==> src/rtl/seg_scan_capture.sv <==
// Multiplexed 7-segment bus capture: debounces each digit dwell, decodes the glyph
// and rebuilds per-digit hex/DP state. Optional error counter: SEG_CAPTURE_ERR_COUNT_EN.
module seg_scan_capture #(
    parameter int NUM_DIGITS    = 4,
    parameter int STABLE_CYCLES = 4
) (
    input  logic                      clk,
    input  logic                      rst_n,
    input  logic [7:0]                seg_in,
    input  logic [NUM_DIGITS-1:0]     dig_sel,
    output logic [4*NUM_DIGITS-1:0]   hex_out,
    output logic [NUM_DIGITS-1:0]     dp_out,
    output logic [NUM_DIGITS-1:0]     digit_valid,
    output logic                      frame_done,
    output logic                      pattern_err,
    output logic [7:0]                err_count
);

    localparam logic [7:0] STABLE_MAX = 8'(STABLE_CYCLES);

    logic [NUM_DIGITS-1:0]   sel_q;
    logic [NUM_DIGITS-1:0]   sel_prev;
    logic [7:0]              seg_q;
    logic [7:0]              seg_prev;
    logic [7:0]              stab_cnt;
    logic [7:0]              stab_cnt_next;
    logic [NUM_DIGITS-1:0]   seen;
    logic [NUM_DIGITS-1:0]   seen_after;
    logic [NUM_DIGITS-1:0]   seen_next;
    logic                    sel_onehot;
    logic                    same_sample;
    logic                    capture;
    logic                    glyph_hit;
    logic [3:0]              glyph_val;
    logic                    glyph_blank;
    logic [4*NUM_DIGITS-1:0] hex_next;
    logic [NUM_DIGITS-1:0]   dp_next;
    logic [NUM_DIGITS-1:0]   valid_next;
    logic                    frame_next;
    logic                    perr_next;

    // Returns {hit, value} for the seven segment lines A..G.
    function automatic logic [4:0] decode_glyph(input logic [6:0] pat);
        logic [4:0] res;
        case (pat)
            7'b1111110: res = {1'b1, 4'h0};
            7'b0110000: res = {1'b1, 4'h1};
            7'b1101101: res = {1'b1, 4'h2};
            7'b1111001: res = {1'b1, 4'h3};
            7'b0110011: res = {1'b1, 4'h4};
            7'b1011011: res = {1'b1, 4'h5};
            7'b1011111: res = {1'b1, 4'h6};
            7'b1110000: res = {1'b1, 4'h7};
            7'b1111111: res = {1'b1, 4'h8};
            7'b1111011: res = {1'b1, 4'h9};
            7'b1110111: res = {1'b1, 4'hA};
            7'b0011111: res = {1'b1, 4'hB};
            7'b1001110: res = {1'b1, 4'hC};
            7'b0111101: res = {1'b1, 4'hD};
            7'b1001111: res = {1'b1, 4'hE};
            7'b1000111: res = {1'b1, 4'hF};
            default:    res = 5'b0_0000;
        endcase
        return res;
    endfunction

    // Input register plus one-sample history used for the stability compare.
    always_ff @(posedge clk or negedge rst_n) begin
        if (!rst_n) begin
            sel_q    <= '0;
            seg_q    <= '0;
            sel_prev <= '0;
            seg_prev <= '0;
        end else begin
            sel_q    <= dig_sel;
            seg_q    <= seg_in;
            sel_prev <= sel_q;
            seg_prev <= seg_q;
        end
    end

    always_comb begin
        sel_onehot  = (sel_q != '0) && ((sel_q & (sel_q - NUM_DIGITS'(1))) == '0);
        same_sample = (sel_q == sel_prev) && (seg_q == seg_prev);
    end

    // Blanking (zero or multi-hot select) restarts the dwell from scratch.
    always_comb begin
        stab_cnt_next = stab_cnt;
        if (!sel_onehot) begin
            stab_cnt_next = 8'd0;
        end else if (same_sample) begin
            if (stab_cnt != STABLE_MAX) begin
                stab_cnt_next = stab_cnt + 8'd1;
            end
        end else begin
            stab_cnt_next = 8'd1;
        end
    end

    always_ff @(posedge clk or negedge rst_n) begin
        if (!rst_n) begin
            stab_cnt <= '0;
        end else begin
            stab_cnt <= stab_cnt_next;
        end
    end

    // Only the transition into saturation captures, so a long dwell fires once.
    assign capture = (stab_cnt_next == STABLE_MAX) && (stab_cnt != STABLE_MAX);

    always_comb begin
        {glyph_hit, glyph_val} = decode_glyph(seg_q[7:1]);
        glyph_blank            = (seg_q[7:1] == 7'd0);
    end

    always_comb begin
        hex_next   = hex_out;
        dp_next    = dp_out;
        valid_next = digit_valid;
        seen_after = seen;
        perr_next  = 1'b0;
        frame_next = 1'b0;
        if (capture) begin
            if (glyph_hit) begin
                for (int i = 0; i < NUM_DIGITS; i++) begin
                    if (sel_q[i]) begin
                        hex_next[4*i +: 4] = glyph_val;
                    end
                end
                dp_next    = (dp_out & ~sel_q) | (seg_q[0] ? sel_q : '0);
                valid_next = digit_valid | sel_q;
                seen_after = seen | sel_q;
            end else if (glyph_blank) begin
                dp_next    = (dp_out & ~sel_q) | (seg_q[0] ? sel_q : '0);
                valid_next = digit_valid & ~sel_q;
                seen_after = seen | sel_q;
            end else begin
                valid_next = digit_valid & ~sel_q;
                perr_next  = 1'b1;
            end
            frame_next = (glyph_hit || glyph_blank) && (&seen_after);
        end
        seen_next = frame_next ? '0 : seen_after;
    end

    always_ff @(posedge clk or negedge rst_n) begin
        if (!rst_n) begin
            hex_out     <= '0;
            dp_out      <= '0;
            digit_valid <= '0;
            seen        <= '0;
            frame_done  <= 1'b0;
            pattern_err <= 1'b0;
        end else begin
            hex_out     <= hex_next;
            dp_out      <= dp_next;
            digit_valid <= valid_next;
            seen        <= seen_next;
            frame_done  <= frame_next;
            pattern_err <= perr_next;
        end
    end

`ifdef SEG_CAPTURE_ERR_COUNT_EN
    logic [7:0] err_cnt_q;

    // Counts in step with the registered pattern_err pulse; saturates at 255.
    always_ff @(posedge clk or negedge rst_n) begin
        if (!rst_n) begin
            err_cnt_q <= '0;
        end else if (perr_next && (err_cnt_q != 8'hFF)) begin
            err_cnt_q <= err_cnt_q + 8'd1;
        end
    end

    assign err_count = err_cnt_q;
`else
    assign err_count = 8'd0;
`endif

endmodule

==> config.mk <==
export PLATFORM = sky130hd
export DESIGN_NAME = seg_scan_capture
export DESIGN_NICKNAME = d
export VERILOG_FILES = /design/src/rtl/seg_scan_capture.sv
export SDC_FILE = /design/constraint.sdc
export NUM_CORES = 1
export LEC_CHECK = 0
export BUFFER_PORTS_ARGS = -buffer_cell sky130_fd_sc_hd__clkbuf_2
export CAP_MARGIN = 20
export CORE_MARGIN = 3
export CORE_UTILIZATION = 35
export CTS_CLUSTER_DIAMETER = 120
export DETAILED_ROUTE_END_ITERATION = 7
export SETUP_SLACK_MARGIN = 0.02
export SLEW_MARGIN = 10
export SYNTH_ARGS = -nofsm -noshare
export SYNTH_HDL_FRONTEND = slang
export SYNTH_SLANG_ARGS = --single-unit
export TNS_END_PERCENT = 20
==> constraint.sdc <==
create_clock -name clk -period 2.5 [get_ports clk]
set_clock_uncertainty 0.05 [all_clocks]
set_input_delay 0.375 -clock clk [delete_from_list [all_inputs] [get_ports clk]]
set_output_delay 0.375 -clock clk [all_outputs]
set_load 0.01 [all_outputs]
==> results of run 1 <==
-- synthesized netlist by cell type, types with 3 or more instances --
master     number  area share, %
nor4_4          4            2.6
o21a_1          5            1.2
nor4_2          3            1.2
buf_6           6            2.1
mux2_2          4            1.4
mux2_1         14            4.9
nand3_1        10            1.6
nand4_1        13            2.5
o2bb2ai_1       4            1.1
buf_2           4           0.62
dfrtp_1        62             48
xor2_1         18            4.9
a21oi_1         5           0.78
nor3_2          4            1.2
o21ai_0         4           0.62
o22ai_1         3           0.58
nor2_1         17            2.0
buf_4          13            3.0
nor3_1          6           0.93
inv_1           3           0.35
nand2b_1        6            1.2
nand2_1        10            1.2
-- final timing paths --
check                           from  cells past startpoint           to  slack, ps
setup / recovery            seg_q[6]                      8    flip-flop         90
hold / removal                 rst_n                      2     sel_q[1]        -10
setup reg to reg            seg_q[6]                      8    flip-flop         90
hold reg to reg             sel_q[0]                      0  sel_prev[0]        410
max in group asynchronous      rst_n                      2  stab_cnt[0]       2110
min in group clk           seg_in[2]                      1     seg_q[2]         90
-- placed cells by master, fill, tap and decap left out, types with 2 or more instances in the layout --
| cell type | instances |
|---|---|
| xor2_1 | 18 |
| o22ai_1 | 3 |
| nor4_4 | 6 |
| dfrtp_1 | 56 |
| mux2_1 | 14 |
| bufinv_16 | 2 |
| nor3_2 | 5 |
| o21ai_0 | 4 |
| nand3_1 | 9 |
| clkbuf_2 | 40 |
| a21oi_1 | 5 |
| buf_2 | 2 |
| nor3b_1 | 2 |
| buf_4 | 35 |
| clkbuf_1 | 2 |
| o211ai_1 | 2 |
| mux2_2 | 4 |
| o21a_1 | 4 |
| inv_1 | 3 |
| xnor2_1 | 2 |
| nand4_1 | 13 |
| nand2b_1 | 6 |
| nor3_1 | 5 |
| dfrtp_2 | 6 |
| or3_1 | 2 |
| conb_1 | 8 |
| clkinv_2 | 2 |
| clkbuf_8 | 10 |
| o2bb2ai_1 | 4 |
| nand2_1 | 10 |
| or2_2 | 2 |
| nor2_1 | 16 |
| nand3b_4 | 4 |
| a41oi_1 | 2 |
-- what timing repair did --
item                                    in CTS  in global routing
cloned                                       0                  0
gates resized for setup                      9                 16
pin swaps                                    0                  7
buffers inserted                             0                  6
hold buffers                                 0                  0
endpoints found under the setup margin      19                 25
-- final cells by class --
cell class,count,share of cell area [%]
inverters,3,0.282
multi-input cells,192,39.4
clock inverters,4,1.75
clock buffers,12,3.63
well taps,108,3.38
repair buffers,79,12.6
flip-flops and latches,62,39.0
-- layer usage --
metal | vias up | track usage, % | share of wire, %
met2 | 87 | 22.1 | 47
met3 | 13 | 3.82 | 5.8
met1 | 1154 | 19.0 | 45
met5 | - | 0 | 0
li1 | 1126 | - | -
met4 | 0 | 6.76 | 1.9
-- report_power, final --
| group | total, W | leakage [nW] | internal [W] | switching [W] |
|---|---|---|---|---|
| clock | 0.000965 | 0.110 | 0.000586 | 0.000379 |
| sequential | 0.00105 | 0.803 | 0.00103 | 0.0000245 |
| combinational | 0.000215 | 1.00 | 0.0000910 | 0.000124 |
| total | 0.00223 | 1.92 | 0.00170 | 0.000528 |
-- kinds of logic after synthesis --
| kind of cell | Yosys count |
|---|---|
| adder cells (fa/ha/maj) | 2 |
| flip-flops | 62 |
| XOR/XNOR | 20 |
| AO/OA/AOI/OAI | 42 |
| other | 1 |
| buffers and inverters | 26 |
| multiplexers | 19 |
| AND/OR/NAND/NOR | 101 |
-- stage by stage --
stage | hold WS, ps | util (%) | power, W | cells | TNS [ps]
3_3_place_gp | 373 | 41.5 | 0.00127 | 438 | -70.6
2_1_floorplan | 29.4 | - | 0.00120 | 280 | 0
5_1_grt | 1.60 | 45.4 | 0.00233 | 460 | -11.0
4_1_cts | 7.25 | 44.2 | 0.00225 | 454 | 0
6_report | -14.2 | 45.4 | 0.00223 | 460 | 0
3_5_place_dp | 375 | 41.5 | 0.00127 | 438 | -142
==> results.md, run 1 <==
* Number of distinct library cells after synthesis at 65
* Max-cap check violation count at 0
* DIE HEIGHT at 102 um
* Clock sink count at 62
* Final Hold Fails at 12
* Fill count at 830
* Initial DRC count at roughly 110
* Number of global-route vias before repair at 2346
* Initial antenna violation count at 0
* Cell area after layout at about 0.004 mm2
* Tmin final at 2410 ps
* Slew @ Worst Pin at 509 ps
* Post-Syn Area at 0.00322 mm2
* Post-Syn Instances at around 270
* PwrDens at roughly 560 mW/mm2
* Final hold slack at -14.2 ps
* Core area at 0.00881 mm2
* Mux cell area share after synthesis at ~6.6%
* Rows at 34
* Crit share post-route at 96.3%
* Failing checks: negative hold slack
* Hold crit path type: input port to asynchronous set/reset pin
* Seq/Total Area, Yosys at between 40% and 50%
* Simple-Gate Fraction of Synth Area at 22.3%
* CP Capture Type: flip-flop
* DRT antenna net count at 0
* Seq cells post-synth at 62
* Routed wire length per instance at about 15 um
* WS Path Type: flip-flop to flip-flop
* Number of enable flip-flop cells after synthesis at 0
* Unrepaired setup endpoints after global routing: true
* Worst-Skew Late Latency at 340 ps
* Fin. max-slew vios at 0
* DP Wirelength at 4990 um
* Initial core utilization at 36.5%
* Number of port buffers at 39
* Congestion Overflow GR at 0
* VDD IR max at 0.280 mV
* Clock transition at the registers of the reported paths at around 70 ps
* Setup slack after placement at -32.2 ps
* CTS tree: built
* Chip Width at 102 um
* Detailed Routing Iterations Pass 1 at 5
* Die Area at 0.0104 mm2
* Vias post-DR at 2380
* CTS Buf Count at 9
* Startpoint Class: flip-flop
* Mean Syn Cell Area at 11.8 um2
* Fmax at around 420 MHz
* Adder-Cell Fraction of Synth Area at 0.778%
* DP Area at about 0.0037 mm2
* Slew headroom at 65.7%
* Largest net degree at the start of global routing at 63
* Critical-path cell list: buf_4 -> xor2_1 -> nor4_4 -> o2111a_2 -> o21ai_4 -> buf_4 -> nor3_2 -> mux2_1
* CTS H-Tree Depth at 3
* Crit-path max cell delay at ~430 ps
* Top Ports at 48
* RePlAce Congestion at around 0.83
* Share of layout cells above drive strength 1 at 39.8%
* CP bufs+invs at 2
* First-pass GRT wire length at between 10000 and 15000 um
* Worst path top cell family by delay: simple AND/OR/NAND/NOR gates
* Worst path slowest cell: dfrtp_2
* Status: complete, but fails checks
* ANT cells at 0
* Sequential cell area at 0.00156 mm2
* Footprint of the multi-input gates at 0.00157 mm2
* Post-synthesis compound-gate area fraction at about a tenth
* Synth async-reset ratio at 100%
* Area growth from synthesis to layout at 24.4%
* Combinational family with the most area after synthesis: simple AND/OR/NAND/NOR gates
* Most used DFF post-synth: dfrtp_1
* Clk buf depth at 2
* Most frequent CP cell: buf_4
* Setup-failing EPs final at 0
* DRC at 0
* Clock root buffer: clkbuf_8
* Synth warn at 0
* All-Layer GR Usage at 14.4%
* Post-Synth XOR/XNOR Area at 5.45%
* Number of nets in the layout at 363
* Drt via density at 5.17
* Arrival time at the worst endpoint at 2580 ps
* CP Max Fanout at 8
* Drt total wl at 7060 um
* Required time worst endpoint at 2670 ps
* Leak at ~1.9 nW
* Post-route setup slack at 93.2 ps
Power figures use the tool's default switching activity.
==> inputs of run 2 (changes only) <==
--- a/config.mk
+++ b/config.mk
@@ -5,12 +5,12 @@
 export SDC_FILE = /design/constraint.sdc
 export NUM_CORES = 1
 export LEC_CHECK = 0
-export BUFFER_PORTS_ARGS = -buffer_cell sky130_fd_sc_hd__clkbuf_2
 export CAP_MARGIN = 20
 export CORE_MARGIN = 3
 export CORE_UTILIZATION = 35
 export CTS_CLUSTER_DIAMETER = 120
 export DETAILED_ROUTE_END_ITERATION = 7
+export DONT_BUFFER_PORTS = 1
 export SETUP_SLACK_MARGIN = 0.02
 export SLEW_MARGIN = 10
 export SYNTH_ARGS = -nofsm -noshare
==> run 2 against run 1 <==
The run now ends clean. Fmax shrank 0.34%. Combinational power up 7%. Final cell count decreased by 5.2%. Non-clock buffer count fell by 25. Die area unchanged. Worst hold slack better by 460 ps. Wire length rose by 1.7%. Sequential power hardly changed. Critical path depth increased by 1. Largest cell class unchanged.
==> results.md, run 2 (same netlist as run 1, synthesis figures left out) <==
* Status: finished, final reports clean (was complete, but fails checks)
* CTS tree: built (unchanged)
* Area growth from synthesis to layout at 23.8% (was 24.4%)
* Comb power frac at 10.2% (was 9.6%)
* Startpoint Class: flip-flop (unchanged)
* Leak at 1.81 nW (was 1.92 nW)
* Initial DRC count at 83 (was 113)
* Initial core utilization at 36.5% (unchanged)
* Fmax at 414 MHz (was 415 MHz)
* Dpl cells at 401 (was 438)
* DRC at 0 (unchanged)
* Hold crit path type: flip-flop to flip-flop (was input port to asynchronous set/reset pin)
* CP Capture Type: flip-flop (unchanged)
* Routed wire length per instance at 16.5 um (was 15.3 um)
* Met1 Use GR at 18.5% (was 19.0%)
* CTS H-Tree Depth at 3 (unchanged)
* Sequential Power Share at 46.6% (was 47.1%)
* Drt via density at 5.24 (was 5.17)
* Number of port buffers at 0 (was 39)
* Drt total wl at 7170 um (was 7060 um)
* DRT antenna net count at 0 (unchanged)
* RePlAce Congestion at 0.922 (was 0.828)
* Number of global-route vias before repair at 2297 (was 2346)
* Die Area at 0.0104 mm2 (unchanged)
* P_int at 0.00169 W (was 0.00170 W)
* Core area at 0.00881 mm2 (unchanged)
* Commonest non-fill, non-tap cell in the layout: dfrtp_1 (unchanged)
* Switching Share at 25.1% (was 23.7%)
* Crit share post-route at 96.6% (was 96.3%)
* VDD IR max at 0.517 mV (was 0.280 mV)
* Arrival time at the worst endpoint at 2600 ps (was 2580 ps)
* PwrDens at 566 mW/mm2 (was 558 mW/mm2)
* Post-route setup slack at 85.0 ps (was 93.2 ps)
* Required time worst endpoint at 2690 ps (was 2670 ps)
* DP Area at 0.00346 mm2 (was 0.00365 mm2)
* Clock transition at the registers of the reported paths at 70 ps (about the same)
* Chip Width at 102 um (unchanged)
* Top Ports at 48 (unchanged)
* Routing usage on met2 at 23.7% (was 22.1%)
* Fill count at 811 (was 830)
* Cell area after layout at 0.00398 mm2 (was 0.00400 mm2)
* Number of nets in the layout at 339 (was 363)
* Final Hold Fails at 0 (was 12)
* WS Path Type: flip-flop to flip-flop (unchanged)
* CTS Buf Count at 9 (unchanged)
* Met3 GRT Util at 5.53% (was 3.82%)
* Fin. max-slew vios at 0 (unchanged)
* Worst-Skew Late Latency at 350 ps (was 340 ps)
* Clock sink count at 62 (unchanged)
* Sw power at 0.000566 W (was 0.000528 W)
* ANT cells at 0 (unchanged)
* Clock root buffer: clkbuf_8 (unchanged)
* First-pass GRT wire length at 11700 um (was 11400 um)
* DP Wirelength at 5090 um (was 4990 um)
* Clock share of power at 43.3% (about the same)
* Post-layout util at 45.2% (was 45.4%)
* Most frequent cells in the layout: dfrtp_1, buf_4, xor2_1, nor2_1, mux2_1 (was dfrtp_1, clkbuf_2, buf_4, xor2_1, nor2_1)
* Tmin final at 2420 ps (was 2410 ps)
* Max-cap check violation count at 0 (unchanged)
* All-Layer GR Usage at 14.8% (was 14.4%)
* GR peak layer: met2 (unchanged)
* Total power at 0.00225 W (was 0.00223 W)
* DIE HEIGHT at 102 um (unchanged)
* Congestion Overflow GR at 0 (unchanged)
* Unrepaired setup endpoints after global routing: true (unchanged)
* Vias post-DR at 2284 (was 2380)
* Setup-failing EPs final at 0 (unchanged)
* Clk buf depth at 2 (unchanged)
* Rows at 34 (unchanged)
* Largest net degree at the start of global routing at 63 (unchanged)
* Final std cells w/o fill at 436 (was 460)
* Setup slack after placement at -102 ps (was -32.2 ps)
* CP Max Fanout at 6 (was 8)
* Initial antenna violation count at 0 (unchanged)
* Detailed Routing Iterations Pass 1 at 4 (was 5)
* Share of layout cells above drive strength 1 at 32.0% (was 39.8%)
-- run 2: power by group through the flow --
| stage | logic [W] | clock network (W) | registers [W] |
|---|---|---|---|
| CTS | 0.000215 | 0.00101 | 0.00105 |
| detailed placement | 0.000168 | 0 | 0.00107 |
| global placement | 0.000167 | 0 | 0.00107 |
| floorplan | 0.000141 | 0 | 0.00106 |
| global route | 0.000252 | 0.00105 | 0.00105 |
| finish | 0.000229 | 0.000976 | 0.00105 |
-- run 2: timing repair --
item	in CTS	in global routing
setup endpoints to repair	17	24
pin swaps	2	6
hold buffers	14	0
resized for setup	10	17
hold endpoints to repair	74	0
gates cloned	0	1
buffers inserted	1	3
-- run 2: metrics by stage --
stage | setup TNS [ps] | hold slack (ps)
after floorplan | 0 | 29.4
after global placement | -233 | 33.2
after detailed placement | -308 | 31.7
after CTS | 0 | 452
after global routing | -23.4 | 466
final | 0 | 447
-- run 2: area by class of cell --
| cell class | count | area (um2) | share of cell area [%] |
|---|---|---|---|
| Inverter | 3 | 11.3 | 0.283 |
| Multi-Input combinational cell | 193 | 1600 | 40.1 |
| Sequential cell | 62 | 1560 | 39.1 |
| Tap cell | 108 | 135 | 3.39 |
| Clock buffer | 9 | 124 | 3.11 |
| Clock inverter | 7 | 96.3 | 2.42 |
| Timing Repair Buffer | 54 | 462 | 11.6 |
-- run 2: final timing paths --
path	startpoint	to	slack, ps	cells after the start
setup reg to reg	stab_cnt[0]	flip-flop	80	9
hold / removal	seg_q[5]	seg_prev[5]	450	0
setup / recovery	stab_cnt[0]	flip-flop	80	9
hold reg to reg	seg_q[5]	seg_prev[5]	450	0
min in group asynchronous	rst_n	pattern_err	540	2
max in group asynchronous	rst_n	seg_q[2]	1600	2
-- run 2: layer usage --
| layer | part of all wire (%) | wire [um] | vias to the layer above |
|---|---|---|---|
| li1 | - | - | 1085 |
| met1 | 45 | 3250 | 1138 |
| met2 | 48 | 3440 | 53 |
| met3 | 5.1 | 369 | 8 |
| met4 | 1.5 | 109 | 0 |
| met5 | 0 | 0 | - |
-- run 2: worst max-delay path: stages (launching register included) --
cell,delay [ps]
dfrtp_2,450
inv_1,100
ha_1,140
and4bb_2,270
and3_1,170
o2111a_2,280
o21ai_2,110
buf_4,150
nor3_2,230
mux2_2,350
==> inputs of run 3 (changes only) <==
--- a/config.mk
+++ b/config.mk
@@ -6,11 +6,15 @@
 export NUM_CORES = 1
 export LEC_CHECK = 0
 export CAP_MARGIN = 20
+export CELL_PAD_IN_SITES_DETAIL_PLACEMENT = 1
+export CELL_PAD_IN_SITES_GLOBAL_PLACEMENT = 1
 export CORE_MARGIN = 3
 export CORE_UTILIZATION = 35
 export CTS_CLUSTER_DIAMETER = 120
 export DETAILED_ROUTE_END_ITERATION = 7
 export DONT_BUFFER_PORTS = 1
+export HOLD_SLACK_MARGIN = 0.15
+export PLACE_DENSITY_LB_ADDON = 0.1
 export SETUP_SLACK_MARGIN = 0.02
 export SLEW_MARGIN = 10
 export SYNTH_ARGS = -nofsm -noshare
==> run 3 against run 2 <==
Non-clock buffer count increased by 11. Flip-flop and latch count unchanged. Worst setup slack improved by 17 ps. Worst hold slack got worse by 23 ps. Sequential power about the same. Final area increased by 2.8%. Sequential share of layout area decreased by 0.96 points. Clock power increased by 2%. Final cell count increased by 2.3%. Register-to-register slack improved by 20 ps. Fmax increased by 0.69%. Wire length increased by 9.6%.
==> results.md, run 3 (same netlist as run 1, synthesis figures left out) <==
* Post-layout util at 46.5% (was 45.2%)
* Sequential Power Share at 46.0% (was 46.6%)
* Highest Signal Layer: met4 (unchanged)
* Required time worst endpoint at 2670 ps (was 2690 ps)
* Final hold slack at 423 ps (was 447 ps)
* DP Area at 0.00351 mm2 (was 0.00346 mm2)
* CTS tree: built (unchanged)
* Drt via density at 5.19 (was 5.24)
* Chip Width at 102 um (unchanged)
* Sw power at 0.000563 W (was 0.000566 W)
* Largest net degree at the start of global routing at 63 (unchanged)
* Most frequent cells in the layout: dfrtp_1, buf_4, xor2_1, nor2_1, mux2_1 (unchanged)
* Number of nets in the layout at 349 (was 339)
* Core area at 0.00881 mm2 (unchanged)
* CP Capture Type: flip-flop (unchanged)
* Status: finished, final reports clean (unchanged)
* CTS H-Tree Depth at 3 (unchanged)
* Detailed Routing Iterations Pass 1 at 4 (unchanged)
* Tmin final at 2400 ps (was 2420 ps)
* Dpl cells at 408 (was 401)
* DIE HEIGHT at 102 um (unchanged)
* Met2 Wirelength at 3950 um (was 3440 um)
* Area growth from synthesis to layout at 27.2% (was 23.8%)
* PwrDens at 558 mW/mm2 (was 566 mW/mm2)
* Vias post-DR at 2313 (was 2284)
* Congestion Overflow GR at 0 (unchanged)
* Unrepaired setup endpoints after global routing: true (unchanged)
* DRT antenna net count at 0 (unchanged)
* DRC at 0 (unchanged)
* CTS Buf Count at 9 (unchanged)
* Number of global-route vias before repair at 2426 (was 2297)
* Startpoint Class: flip-flop (unchanged)
* Fmax at 417 MHz (was 414 MHz)
* Initial DRC count at 31 (was 83)
* DRT met1 WL at 3420 um (was 3250 um)
* VDD IR max at 0.266 mV (was 0.517 mV)
* Crit share post-route at 95.9% (was 96.6%)
* Slew @ Worst Pin at 692 ps
* Leak at 1.88 nW (was 1.81 nW)
* RePlAce Congestion at 0.768 (was 0.922)
* Cell area after layout at 0.00409 mm2 (was 0.00398 mm2)
* Clk buf depth at 2 (unchanged)
* Top Ports at 48 (unchanged)
* P_int at 0.00172 W (was 0.00169 W)
* Slew headroom at around 54%
* Hold crit path type: flip-flop to flip-flop (unchanged)
* Fin. max-slew vios at 0 (unchanged)
* Clock sink count at 62 (unchanged)
* Switching Share at 24.7% (was 25.1%)
* WS Path Type: flip-flop to flip-flop (unchanged)
* DP Wirelength at 5570 um (was 5090 um)
* All-Layer GR Usage at 15.9% (was 14.8%)
* ANT cells at 0 (unchanged)
* Total power at 0.00228 W (was 0.00225 W)
* CP Max Fanout at 6 (unchanged)
* Routed wire length per instance at 17.6 um (was 16.5 um)
* Drt total wl at 7870 um (was 7170 um)
* Setup-failing EPs final at 0 (unchanged)
* WHS Path Cells at 0 (unchanged)
* First-pass GRT wire length at 12500 um (was 11700 um)
* Initial core utilization at 36.5% (unchanged)
* Max-cap check violation count at 0 (unchanged)
* Rows at 34 (unchanged)
* R2R depth at 8 (was 9)
* Final std cells w/o fill at 446 (was 436)
* Initial antenna violation count at 0 (unchanged)
* Clock root buffer: clkbuf_8 (unchanged)
* Metal3 WL at 342 um (was 369 um)
* Share of layout cells above drive strength 1 at 35.2% (was 32.0%)
* Clock transition at the registers of the reported paths at 70 ps (about the same)
* Commonest non-fill, non-tap cell in the layout: dfrtp_1 (unchanged)
* Number of port buffers at 0 (unchanged)
* Fill count at 923 (was 811)
* Arrival time at the worst endpoint at 2570 ps (was 2600 ps)
* Clock share of power at 43.6% (was 43.3%)
* Comb power frac at 10.5% (was 10.2%)
* Worst-Skew Late Latency at 340 ps (was 350 ps)
* Die Area at 0.0104 mm2 (unchanged)
* Final Hold Fails at 0 (unchanged)
## run 3: final cells by class
type,count,area [um2],area share [%]
Multi-Input combinational cell,192,1620,39.7
Sequential cell,62,1560,38.1
Timing Repair Buffer,65,538,13.1
Clock buffer,11,141,3.46
Tap cell,108,135,3.30
Clock inverter,5,82.6,2.02
Inverter,3,11.3,0.275
## run 3: final timing paths
check                                        endpoint  slack, ps      from
max in group asynchronous                    seg_q[2]       1560     rst_n
min in group asynchronous  asynchronous set/reset pin        560     rst_n
max                                        hex_out[8]        100  seg_q[6]
min reg2reg                               sel_prev[3]        420  sel_q[3]
min                                       sel_prev[3]        420  sel_q[3]
max reg2reg                                hex_out[8]        100  seg_q[6]
## run 3: metrics by stage
step,setup TNS (ps),setup slack [ps]
floorplan,0,161
global placement,-60.8,-59.8
detailed placement,-149,-76.1
CTS,0,16.2
global route,-53.4,-21.6
finish,0,102
## run 3: critical path, stage by stage (launching register included)
cell      delay, ps
dfrtp_1         400
buf_4           170
nand2_2         100
nor2_1           60
or3_4           390
or4b_1          470
buf_4           200
nand3b_4        120
mux2_1          320
## run 3: what timing repair did
item	in CTS	in global routing
setup endpoints to repair	19	26
gates resized for setup	10	26
buffers inserted	0	8
hold endpoints to repair	74	0
hold buffers	14	0
pin swaps	1	7
## run 3: power groups by stage
stage	registers (W)	logic (W)	clock network, W
final	0.00105	0.000239	0.000994
after global routing	0.00105	0.000264	0.00107
after CTS	0.00105	0.000218	0.00103
after detailed placement	0.00107	0.000171	0
after global placement	0.00107	0.000170	0
after floorplan	0.00106	0.000141	0
## run 3: per-layer routing
layer / vias to the layer above / track usage, %
li1: 1102 / -
met1: 1158 / 19.8
met2: 39 / 25.7
met3: 14 / 4.78
met4: 0 / 6.56
met5: - / 0
